`config.mk`:
```
export PLATFORM = sky130hd
export DESIGN_NAME = osc_phase_accumulator_flat
export DESIGN_NICKNAME = d
export VERILOG_FILES = /design/src/rtl/osc_phase_accumulator_if.sv /design/src/rtl/osc_phase_accumulator.sv /design/src/flat_wrapper.sv
export SDC_FILE = /design/constraint.sdc
export NUM_CORES = 1
export LEC_CHECK = 0
export ABC_AREA = 1
export BUFFER_PORTS_ARGS = -buffer_cell sky130_fd_sc_hd__buf_2
export CAP_MARGIN = 30
export CORE_MARGIN = 4
export CORE_UTILIZATION = 58
export CTS_CLUSTER_DIAMETER = 200
export DETAILED_ROUTE_END_ITERATION = 8
export PLACE_DENSITY = 0.8
export SLEW_MARGIN = 20
export SYNTH_ARGS = -nofsm -noshare
export SYNTH_HDL_FRONTEND = slang
export SYNTH_SLANG_ARGS = --single-unit
```
`constraint.sdc`:
```
create_clock -name clock_i -period 2.15 [get_ports clock_i]
set_input_delay 0.215 -clock clock_i [delete_from_list [all_inputs] [get_ports clock_i]]
set_output_delay 0.215 -clock clock_i [all_outputs]
set_load 0.02 [all_outputs]
```
`src/rtl/osc_phase_accumulator_if.sv`:
```
// Tuning handshake, control strobes and sample outputs of the oscillator phase accumulator.
// The master drives tick/tune/sync/wave_sel; the slave returns phase, wrap and samples.
interface osc_phase_accumulator_if #(
  parameter int WIDTH     = 17,
  parameter int OUT_WIDTH = 16
);
  logic                 sample_tick;
  logic [WIDTH-1:0]     tune_word;
  logic                 tune_valid;
  logic                 tune_ready;
  logic [1:0]           wave_sel;
  logic                 hard_sync;
  logic [WIDTH-1:0]     phase;
  logic                 wrap;
  logic [OUT_WIDTH-1:0] sample_out;
  logic                 sample_valid;

  modport master (
    output sample_tick, tune_word, tune_valid, wave_sel, hard_sync,
    input  tune_ready, phase, wrap, sample_out, sample_valid
  );

  modport slave (
    input  sample_tick, tune_word, tune_valid, wave_sel, hard_sync,
    output tune_ready, phase, wrap, sample_out, sample_valid
  );
endinterface

```
`src/rtl/osc_phase_accumulator.sv`:
```
// Phase accumulator with glitch-free retuning (new word waits for the next wrap)
// and a registered saw/square/triangle output stage.
module osc_phase_accumulator #(
  parameter int WIDTH     = 17,
  parameter int OUT_WIDTH = 16
) (
  input  logic                   clock_i,
  input  logic                   reset_i,
  osc_phase_accumulator_if.slave bus
);

  typedef enum logic [1:0] {IDLE, RUN, PENDING} state_t;

  state_t               state_q, state_d;
  logic [WIDTH-1:0]     phase_q, phase_d;
  logic [WIDTH-1:0]     word_q, word_d;
  logic [WIDTH-1:0]     pend_q, pend_d;
  logic                 wrap_q, wrap_d;
  logic                 upd_q, upd_d;
  logic [OUT_WIDTH-1:0] sample_q, sample_d;
  logic                 svalid_q, svalid_d;
  logic                 ready;
  logic                 accept;
  logic                 carry;
  logic [WIDTH-1:0]     sum;

  always_ff @(posedge clock_i) begin
    if (reset_i) begin
      state_q  <= IDLE;
      phase_q  <= '0;
      word_q   <= '0;
      pend_q   <= '0;
      wrap_q   <= 1'b0;
      upd_q    <= 1'b0;
      sample_q <= '0;
      svalid_q <= 1'b0;
    end else begin
      state_q  <= state_d;
      phase_q  <= phase_d;
      word_q   <= word_d;
      pend_q   <= pend_d;
      wrap_q   <= wrap_d;
      upd_q    <= upd_d;
      sample_q <= sample_d;
      svalid_q <= svalid_d;
    end
  end

  always_comb begin
    {carry, sum} = {1'b0, phase_q} + {1'b0, word_q};
    state_d  = state_q;
    phase_d  = phase_q;
    word_d   = word_q;
    pend_d   = pend_q;
    wrap_d   = 1'b0;
    upd_d    = bus.sample_tick | bus.hard_sync;
    ready    = (state_q != PENDING) && !bus.hard_sync;
    accept   = bus.tune_valid && ready;
    sample_d = sample_q;
    svalid_d = upd_q;

    if (bus.hard_sync) begin
      phase_d = '0;
      if (state_q == PENDING) begin
        word_d  = pend_q;
        state_d = (pend_q == '0) ? IDLE : RUN;
      end
    end else begin
      case (state_q)
        IDLE: begin
          // Ticks are ignored here; phase stays parked at zero.
          if (accept && (bus.tune_word != '0)) begin
            word_d  = bus.tune_word;
            state_d = RUN;
          end
        end
        RUN: begin
          if (bus.sample_tick) begin
            phase_d = sum;
            wrap_d  = carry;
          end
          if (accept) begin
            pend_d  = bus.tune_word;
            state_d = PENDING;
          end
        end
        PENDING: begin
          if (bus.sample_tick) begin
            phase_d = sum;
            wrap_d  = carry;
            // Swap words only at the wrap so the waveform period never glitches.
            if (carry) begin
              word_d = pend_q;
              if (pend_q == '0) begin
                state_d = IDLE;
                phase_d = '0;
              end else begin
                state_d = RUN;
              end
            end
          end
        end
        default: state_d = IDLE;
      endcase
    end

    if (upd_q) begin
      case (bus.wave_sel)
        2'b00:   sample_d = phase_q[WIDTH-1:1];
        2'b01:   sample_d = phase_q[WIDTH-1] ? {OUT_WIDTH{1'b1}} : '0;
        2'b10:   sample_d = phase_q[WIDTH-1] ? ~phase_q[WIDTH-2:0] : phase_q[WIDTH-2:0];
        default: sample_d = '0;
      endcase
    end
  end

  assign bus.tune_ready   = ready;
  assign bus.phase        = phase_q;
  assign bus.wrap         = wrap_q;
  assign bus.sample_out   = sample_q;
  assign bus.sample_valid = svalid_q;

endmodule

```
`src/flat_wrapper.sv`:
```
// flat-port wrapper written by rule: the top's interface ports become plain ports
module osc_phase_accumulator_flat 
#(
  parameter int WIDTH     = 17,
  parameter int OUT_WIDTH = 16
)
  (clock_i, reset_i, bus_sample_tick, bus_tune_word, bus_tune_valid, bus_wave_sel, bus_hard_sync, bus_tune_ready, bus_phase, bus_wrap, bus_sample_out, bus_sample_valid);
  osc_phase_accumulator_if #(.WIDTH(WIDTH), .OUT_WIDTH(OUT_WIDTH)) bus_i ();
  input  logic clock_i;
  input  logic reset_i;
  input wire logic [$bits(bus_i.sample_tick)-1:0] bus_sample_tick;
  input wire logic [$bits(bus_i.tune_word)-1:0] bus_tune_word;
  input wire logic [$bits(bus_i.tune_valid)-1:0] bus_tune_valid;
  input wire logic [$bits(bus_i.wave_sel)-1:0] bus_wave_sel;
  input wire logic [$bits(bus_i.hard_sync)-1:0] bus_hard_sync;
  output wire logic [$bits(bus_i.tune_ready)-1:0] bus_tune_ready;
  output wire logic [$bits(bus_i.phase)-1:0] bus_phase;
  output wire logic [$bits(bus_i.wrap)-1:0] bus_wrap;
  output wire logic [$bits(bus_i.sample_out)-1:0] bus_sample_out;
  output wire logic [$bits(bus_i.sample_valid)-1:0] bus_sample_valid;
  assign bus_i.sample_tick = bus_sample_tick;
  assign bus_i.tune_word = bus_tune_word;
  assign bus_i.tune_valid = bus_tune_valid;
  assign bus_i.wave_sel = bus_wave_sel;
  assign bus_i.hard_sync = bus_hard_sync;
  assign bus_tune_ready = bus_i.tune_ready;
  assign bus_phase = bus_i.phase;
  assign bus_wrap = bus_i.wrap;
  assign bus_sample_out = bus_i.sample_out;
  assign bus_sample_valid = bus_i.sample_valid;
  osc_phase_accumulator #(.WIDTH(WIDTH), .OUT_WIDTH(OUT_WIDTH)) u_core (.clock_i(clock_i), .reset_i(reset_i), .bus(bus_i));
endmodule
```
### After elaboration in Yosys (flattened, before gate mapping)

Cells that the tools add are included.

* flip-flop bits (word level): 72
* output and inout bits: 36
* word-level logic and storage cells: 65

* add/subtract/negate cells: 1
* equality and inequality tests: 12
* multiplexer cells: 22
* bitwise operators: 5
* reduce and logical (&&, ||, !) cells: 17

Operators by type and width (count)
* $mux 17: 9
* $pmux 17 s2: 2
* $pmux 16 s3: 1
* $mux 16: 2
* $add 17x17->18: 1
* $logic_not 17->1: 1
* $reduce_bool 17->1: 1
* $not 16->16: 1
* $mux 2: 6
* $reduce_and 5->1: 2
* $ne 3x2->1 const B: 3
* $ne 2x2->1 const B: 3
* $pmux 2 s3: 1
* $reduce_and 3->1: 2
* $eq 2x1->1 const B: 2
* $eq 2x2->1 const B: 2
* $logic_not 2->1: 2
* $reduce_bool 2->1: 2
* $reduce_or 2->1: 2
* $reduce_or 4->1: 1
* $logic_and 1x1->1: 3
* $ne 3x3->1 const B: 1
* $not 1->1: 3
* $ne 2x1->1 const B: 1
* other kinds (3): 3

### Logic depth before layout (Yosys ltp)

Gate-level depths: netlist (run 1).

* depth in word-level cells: 7
* depth in mapped cells: 14
* mapped depth without buffers: 13

### Least setup slack after synthesis (run 1)

Ideal clock, no wire load.

* kind: register to register
* from: register u_core.phase_q[12] (netlist: u_core.bus.phase[12])
* to: register u_core.word_q[1]
* library setup time: 0.113 ns
* arrival: 1.787 ns
* required time: 2.037 ns
* setup slack: 0.250 ns
* cell stages (with the launch flop): 15
* buffers on the path: 1
* path through: dfxtp_1 -> ha_1 -> nand2_2 -> inv_1 -> nand2_1 -> nand2_1 -> nand2_1 -> nand2_1 -> nor2_4 -> nand3_4 -> nand3_4 -> buf_6 -> nand2_2 -> nand2_1 -> nor2_1

* word-level cells in the longest chain between the ends: 3

Ends and longest elaborated chain
* from (decl): line osc_phase_accumulator.sv:15 `logic [WIDTH-1:0] phase_q, phase_d;`
* from (signal assigned): line osc_phase_accumulator.sv:39 `phase_q <= phase_d;`
* $add 17x17->18: line osc_phase_accumulator.sv:50 `{carry, sum} = {1'b0, phase_q} + {1'b0, word_q};`
* $ne 3x2->1 (no source line)
* $reduce_and 5->1 (no source line)
* to (signal assigned): line osc_phase_accumulator.sv:40 `word_q <= word_d;`
* to (decl): line osc_phase_accumulator.sv:16 `logic [WIDTH-1:0] word_q, word_d;`

No other way between the ends.
A chain may end at the register's enable or synchronous reset.

### Worst setup path in the final report (run 1)

* from: register u_core.phase_q[6] (netlist: u_core.bus.phase[6])
* to: register u_core.word_q[6]

Same word-level chain as after synthesis.

==> implementation parameters, run 1 <==
Parameter                              Value

Floorplanning
  Die ar. ... 9310 um2
  Die boundary width ... 96.5 um
  Total core area ... 7690 um2
  Die Span Y ... 96.5 um
  Effective utilization at floorplan ... 0.591
  Top-Level Pins ... 60
  Site row count ... 32

Placement
  Count of buffers inserted at the top-level ports ... 59
  Sum of net half-perimeters after detailed placement ... 8200 um
  Worst setup slack after placement ... 0.0993 ns
  GP Congestion ... 0.979

Logic synthesis
  Mean post-synth cell area ... 6.33 um2
  Ranking of synthesized cells by instance count ... 226 x sky130_fd_sc_hd__nand2_1, 85 x sky130_fd_sc_hd__inv_1, 72 x sky130_fd_sc_hd__dfxtp_1
  Warning count from the yosys run ... 0
  EDFF count, synth ... 0
  Leading cell type by number of instances after synthesis ... sky130_fd_sc_hd__nand2_1
  Asr flop ratio synth ... 0
  Post-synthesis cell count ... 717
  Cell variety after synth ... 29
  Share of synthesized area occupied by flip-flops and latches ... 0.317
  Library cell with the largest summed area after synthesis ... sky130_fd_sc_hd__dfxtp_1
  Largest cells by area after synthesis ... sky130_fd_sc_hd__dfxtp_1 32%, sky130_fd_sc_hd__nand2_1 19%, sky130_fd_sc_hd__inv_1 7.0%, sky130_fd_sc_hd__a21oi_1 6.7%, sky130_fd_sc_hd__ha_1 6.1%
  Number of nets in the synthesized netlist ... 764
  Share of the synthesized area in the top cell type ... 0.317
  Commonest register cell after synthesis ... sky130_fd_sc_hd__dfxtp_1
  Netlist area before placement ... 4540 um2
  Seq cells post-synth ... 72

Worst setup path
  CP max FO ... 12
  Worst EP arrival ... 2.27 ns
  Reg2reg start ... u_core.bus.phase[6]
  CP Class ... flop to flop
  Worst endpoint required time ... 2.39 ns
  Startpoint type of the worst setup path ... flop
  Type of element capturing the critical path ... flop
  Worst R2R End ... u_core.word_q[6]
  Register-to-register path setup slack ... 0.11 ns
  Worst setup path startpoint ... u_core.bus.phase[6]
  Cells on worst reg2reg path ... 11
  Worst Setup EP ... u_core.word_q[6]

Finish
  Area of the multi-input gates ... 2700 um2
  Area Growth Syn to Fin ... 17.1%
  Ratio of cells with drive above 1 in the final layout ... 0.165
  Fill count ... 713
  Number of diodes added for antenna fixing ... 0
  Final core area utilization ... 0.691
  Total Nets Final ... 832
  Flip-flop and latch area ... 1440 um2

Global routing
  Antenna violations before repair ... 0
  Met2 usage ... 0.402
  GRT Util Overall ... 0.234
  Global-route layer with the greatest usage ... met2
  Wire length of the first global-routing pass ... 17400 um
  Pin count of the biggest net entering global routing ... 36
  Met1 Usage GRT ... 0.292
  Number of global-route vias before repair ... 4022
  GRT Residual Overflow ... 0
  Global routing usage on met3 ... 0.0480

STA
  Clock Skew ... 0.0123 ns
  Min setup slack post-route ... 0.115 ns
  Period minus WS final ... 2.04 ns
  Number of hold-slack violations in the final timing report ... 0
  Setup violations, final ... 0
  Max Clk Rate ... 491 MHz
  Normalized max-slew margin ... 0.593
  Worst-case hold slack ... 0.153 ns
  Total negative setup slack ... 0 ns
  Pins Over Slew Limit ... 0
  Least-Margin Pin Slew ... 0.609 ns
  Share of the clock period used by the worst path ... 0.947

Drt
  Antenna viol nets, final ... 0
  Initial detailed-routing violation count ... 217
  Detailed-route wire length ... 10900 um
  Length of the first detailed-routing pass in iterations ... 5
  Average via count per standard cell ... 5.13
  Post-detailed-route DRC marker count ... 0
  Vias after detailed routing ... 4573
  Routed wire length per instance ... 12.2 um

Clock network
  Maximum level of the CTS H-tree ... 3
  Count of clock tree sinks ... 72
  Number of clock buffers inserted by TritonCTS ... 9
  Clock slew at the register clock pins of the worst setup and hold paths ... 0.08 ns
  TritonCTS clock tree ... done
  Clk Latency, worst-skew pair ... 0.34 ns
  Number of buffers on the longest clock path ... 2
  CTS Root Buffer Type ... sky130_fd_sc_hd__clkbuf_8

Job
  Max-cap violations ... 0

Outcome
  Run status ... completed

Power and ir drop
  Total power ... 4.87 mW
  Pwr/cell area ... 917 nW/um2
  Static Leakage ... 2.79 nW
  Worst supply voltage drop on vdd ... 527 uV

Worst hold path
  Class of the tightest hold or removal check ... primary input to flop
-- per-stage QoR --
step                instance area (um2)  std cells
floorplan                          4540        717
global placement                   5010        872
detailed placement                 5010        872
CTS                                5200        887
global route                       5320        891
finish                             5320        891
-- registers in the layout (all words and copies together) (netlist names) --
signal                   flops
u_core.bus.phase            17
u_core.pend_q               17
u_core.word_q               17
u_core.bus.sample_out       16
u_core.state_q               2
u_core.bus.sample_valid      1
u_core.bus.wrap              1
u_core.svalid_d              1
-- worst min-delay path by stage --
stage               cells past startpoint                 startpoint  slack (ns)                   endpoint
floorplan                               2            bus_sample_tick        0.34            u_core.svalid_d
global placement                        2  u_core.bus.sample_out[15]        0.45  u_core.bus.sample_out[15]
detailed placement                      2  u_core.bus.sample_out[14]        0.45  u_core.bus.sample_out[14]
CTS                                     3            bus_sample_tick        0.15            u_core.bus.wrap
global route                            3            bus_sample_tick        0.17            u_core.bus.wrap
finish                                  3            bus_sample_tick        0.15            u_core.svalid_d
-- placed cells by master (no fill, tap or decap), drive strengths merged, types with 2 or more instances in the layout --
cell type,n
inv,86
dfxtp,72
clkinv,7
nand3,56
nor3,7
o21ai,38
ha,22
and2,2
nand2,240
xor2,23
nor2,69
nand4,8
buf,83
a21oi,61
clkbuf,11
-- where the power goes --
| part | leakage (nW) | switching, mW | internal, mW |
|---|---|---|---|
| registers | 0.585 | 0.174 | 1.56 |
| clock network | 0.102 | 0.508 | 0.561 |
| logic | 2.11 | 1.25 | 0.817 |
-- routing by layer --
layer,up-vias,part of all wire
met2,127,0.47
met5,-,0
met1,2043,0.46
met3,18,0.053
met4,0,0.014
li1,2385,-
-- logic make-up after synthesis --
kind of cell               share of synthesized area
xor gates and xnor gates                      0.0463
adders and majority gates                     0.0650
buffers and inverters                          0.101
and+or+nand+nor                                0.358
DFF                                            0.317
AOI/OAI and AO/OA                              0.112
-- area by class of cell --
| cell class | count | share of cell area |
|---|---|---|
| inverters | 89 | 0.0629 |
| well taps | 102 | 0.0240 |
| clock inverters | 5 | 0.0108 |
| flip-flops and latches | 72 | 0.271 |
| repair buffers | 84 | 0.0972 |
| multi-input cells | 529 | 0.508 |
| clock buffers | 10 | 0.0259 |
-- what timing repair did --
action                                  CTS  global route
buffers inserted                          0             3
hold buffers                              0             0
endpoints found under the setup margin    0            32
resized for setup                         0             9
-- worst max-delay path: stages, from the launching register on --
cell,delay (ns)
sky130_fd_sc_hd__dfxtp_1,0.33
sky130_fd_sc_hd__ha_1,0.36
sky130_fd_sc_hd__nand2_1,0.13
sky130_fd_sc_hd__nor2_1,0.16
sky130_fd_sc_hd__nand3_1,0.11
sky130_fd_sc_hd__nand3_2,0.12
sky130_fd_sc_hd__nand2_2,0.09
sky130_fd_sc_hd__nand3_4,0.09
sky130_fd_sc_hd__nand3_4,0.15
sky130_fd_sc_hd__clkbuf_16,0.21
sky130_fd_sc_hd__nor2_1,0.12
sky130_fd_sc_hd__nor2_1,0.07
Power figures use the tool's default switching activity.
==> inputs of run 2 (changes only) <==
- CELL_PAD_IN_SITES_DETAIL_PLACEMENT: default -> 0
- CELL_PAD_IN_SITES_GLOBAL_PLACEMENT: default -> 1
- CORE_UTILIZATION: 58 -> 41
- CTS_CLUSTER_DIAMETER: 200 -> default
- PLACE_DENSITY: 0.8 -> default
- PLACE_DENSITY_LB_ADDON: default -> 0.1
- SKIP_CTS_REPAIR_TIMING: default -> 1
==> implementation parameters, run 2 (synthesis gave the netlist of run 1 again) <==
Parameter                              Value

Outcome
  Run status ... completed

STA
  Normalized max-slew margin ... 0.636
  Period minus WS final ... 2.00 ns
  Least-Margin Pin Slew ... 0.545 ns
  Pins Over Slew Limit ... 0
  Number of hold-slack violations in the final timing report ... 0
  Share of the clock period used by the worst path ... 0.929
  Clock Skew ... 0.00499 ns
  Setup violations, final ... 0
  Max Clk Rate ... 501 MHz

Worst setup path
  Worst endpoint required time ... 2.42 ns
  Crit-path max cell delay ... 0.38 ns
  Startpoint type of the worst setup path ... flop
  Register-to-register path setup slack ... 0.15 ns
  Worst setup path startpoint ... u_core.bus.phase[11]
  Cells along the critical path ... ha_1 -> nand2_2 -> nor2_2 -> inv_1 -> nor3_2 -> nand2_2 -> nand3_4 -> nand3_4 -> clkbuf_16 -> nor2_1 -> nor2_1
  Cells on worst reg2reg path ... 11
  Worst R2R End ... u_core.word_q[10]
  Worst EP arrival ... 2.26 ns
  Type of element capturing the critical path ... flop
  CP Class ... flop to flop
  Worst path slowest cell ... sky130_fd_sc_hd__ha_1
  Worst Setup EP ... u_core.word_q[10]
  Reg2reg start ... u_core.bus.phase[11]
  CP max FO ... 8

Floorplanning
  Die ar. ... 12800 um2
  Total core area ... 10800 um2
  Effective utilization at floorplan ... 0.419
  Die boundary width ... 113 um
  Die Span Y ... 113 um
  Top-Level Pins ... 60
  Site row count ... 38

Worst hold path
  Class of the tightest hold or removal check ... primary input to flop
  Number of stages on the worst hold path ... 3

Drt
  Post-detailed-route DRC marker count ... 0
  Detailed-route wire length ... 12500 um
  Routed wire length per instance ... 13.3 um
  Initial detailed-routing violation count ... 218
  Antenna viol nets, final ... 0
  Length of the first detailed-routing pass in iterations ... 4
  Vias after detailed routing ... 4576
  Average via count per standard cell ... 4.89

Job
  Max-cap violations ... 0

Finish
  Most common library cell in the layout ignoring fill and taps ... sky130_fd_sc_hd__nand2_1
  Top library cells by usage in the layout, fill and taps aside ... 226 x sky130_fd_sc_hd__nand2_1, 85 x sky130_fd_sc_hd__inv_1, 68 x sky130_fd_sc_hd__dfxtp_1
  Final core area utilization ... 0.503
  Total Nets Final ... 839
  Post-Layout Inst Area ... 5450 um2
  Fill count ... 1111
  Area Growth Syn to Fin ... 20.0%
  Final non-filler cell total ... 936
  Number of diodes added for antenna fixing ... 0
  Ratio of cells with drive above 1 in the final layout ... 0.178

Global routing
  GRT Residual Overflow ... 0
  Antenna violations before repair ... 0
  GRT Util Overall ... 0.194
  Pin count of the biggest net entering global routing ... 36
  Wire length of the first global-routing pass ... 19800 um
  Number of global-route vias before repair ... 4134

Clock network
  Clock slew at the register clock pins of the worst setup and hold paths ... 0.08 ns
  Number of clock buffers inserted by TritonCTS ... 9
  Count of clock tree sinks ... 72
  Maximum level of the CTS H-tree ... 3
  CTS Root Buffer Type ... sky130_fd_sc_hd__clkbuf_8
  Number of buffers on the longest clock path ... 2
  Clk Latency, worst-skew pair ... 0.37 ns
  TritonCTS clock tree ... done

Power and ir drop
  Worst supply voltage drop on vdd ... 356 uV
  Static Leakage ... 2.81 nW
  Pwr/cell area ... 915 nW/um2

Placement
  Sum of net half-perimeters after detailed placement ... 9300 um
  Count of buffers inserted at the top-level ports ... 59
  Post-place instance area ... 5120 um2
  GP Congestion ... 0.920
  Total instance count after detailed placement ... 917
==> run 2: critical path, delay by kind of cell (launching register included) <==
family / cells / cell delay (ns)
flip-flops: 1 / 0.34
AND/OR/NAND/NOR: 8 / 0.90
adder cells (fa/ha/maj): 1 / 0.38
buffers and inverters: 2 / 0.29
==> run 2: stage by stage <==
| stage | hold WS, ns | power (mW) | worst slack [ns] | setup TNS [ns] |
|---|---|---|---|---|
| 3_3_place_gp | 0.451 | 3.69 | 0.116 | 0 |
| 3_5_place_dp | 0.454 | 3.71 | 0.0777 | 0 |
| 5_1_grt | 0.120 | 5.39 | -0.00875 | -0.00875 |
| 6_report | 0.119 | 4.98 | 0.153 | 0 |
| 4_1_cts | 0.111 | 4.81 | 0.0510 | 0 |
| 2_1_floorplan | 0.341 | 3.19 | 0.250 | 0 |
==> run 2: worst min path at each step <==
stage	endpoint	from
detailed placement	u_core.bus.sample_out[0]	u_core.bus.sample_out[0]
CTS	u_core.svalid_d	bus_sample_tick
global placement	u_core.pend_q[9]	u_core.pend_q[9]
floorplan	u_core.svalid_d	bus_sample_tick
finish	u_core.svalid_d	bus_sample_tick
global route	u_core.svalid_d	bus_sample_tick
==> run 2: layer usage <==
layer / share of wire / global-route usage / vias to the layer above / wire, um
met1: 0.46 / 0.251 / 2058 / 5780
met2: 0.47 / 0.323 / 97 / 5890
li1: - / - / 2403 / -
met5: 0 / 0 / - / 0
met4: 0.020 / 0.0705 / 0 / 250
met3: 0.043 / 0.0353 / 18 / 538
==> run 2: cell type report <==
cell class                      instances  area, um2  area share
Inverter                               89        334      0.0613
Clock buffer                           12        145      0.0266
Timing Repair Buffer                   91        586       0.107
Sequential cell                        72       1450       0.265
Tap cell                              140        175      0.0321
Multi-Input combinational cell        529       2720       0.499
Clock inverter                          3       42.5     0.00781
==> run 2: report_power, final <==
| part | leakage (nW) | switching, mW | total [mW] | internal, mW |
|---|---|---|---|---|
| Combinational | 2.13 | 1.28 | 2.14 | 0.865 |
| Clock | 0.0925 | 0.530 | 1.09 | 0.561 |
| Sequential | 0.586 | 0.187 | 1.75 | 1.56 |
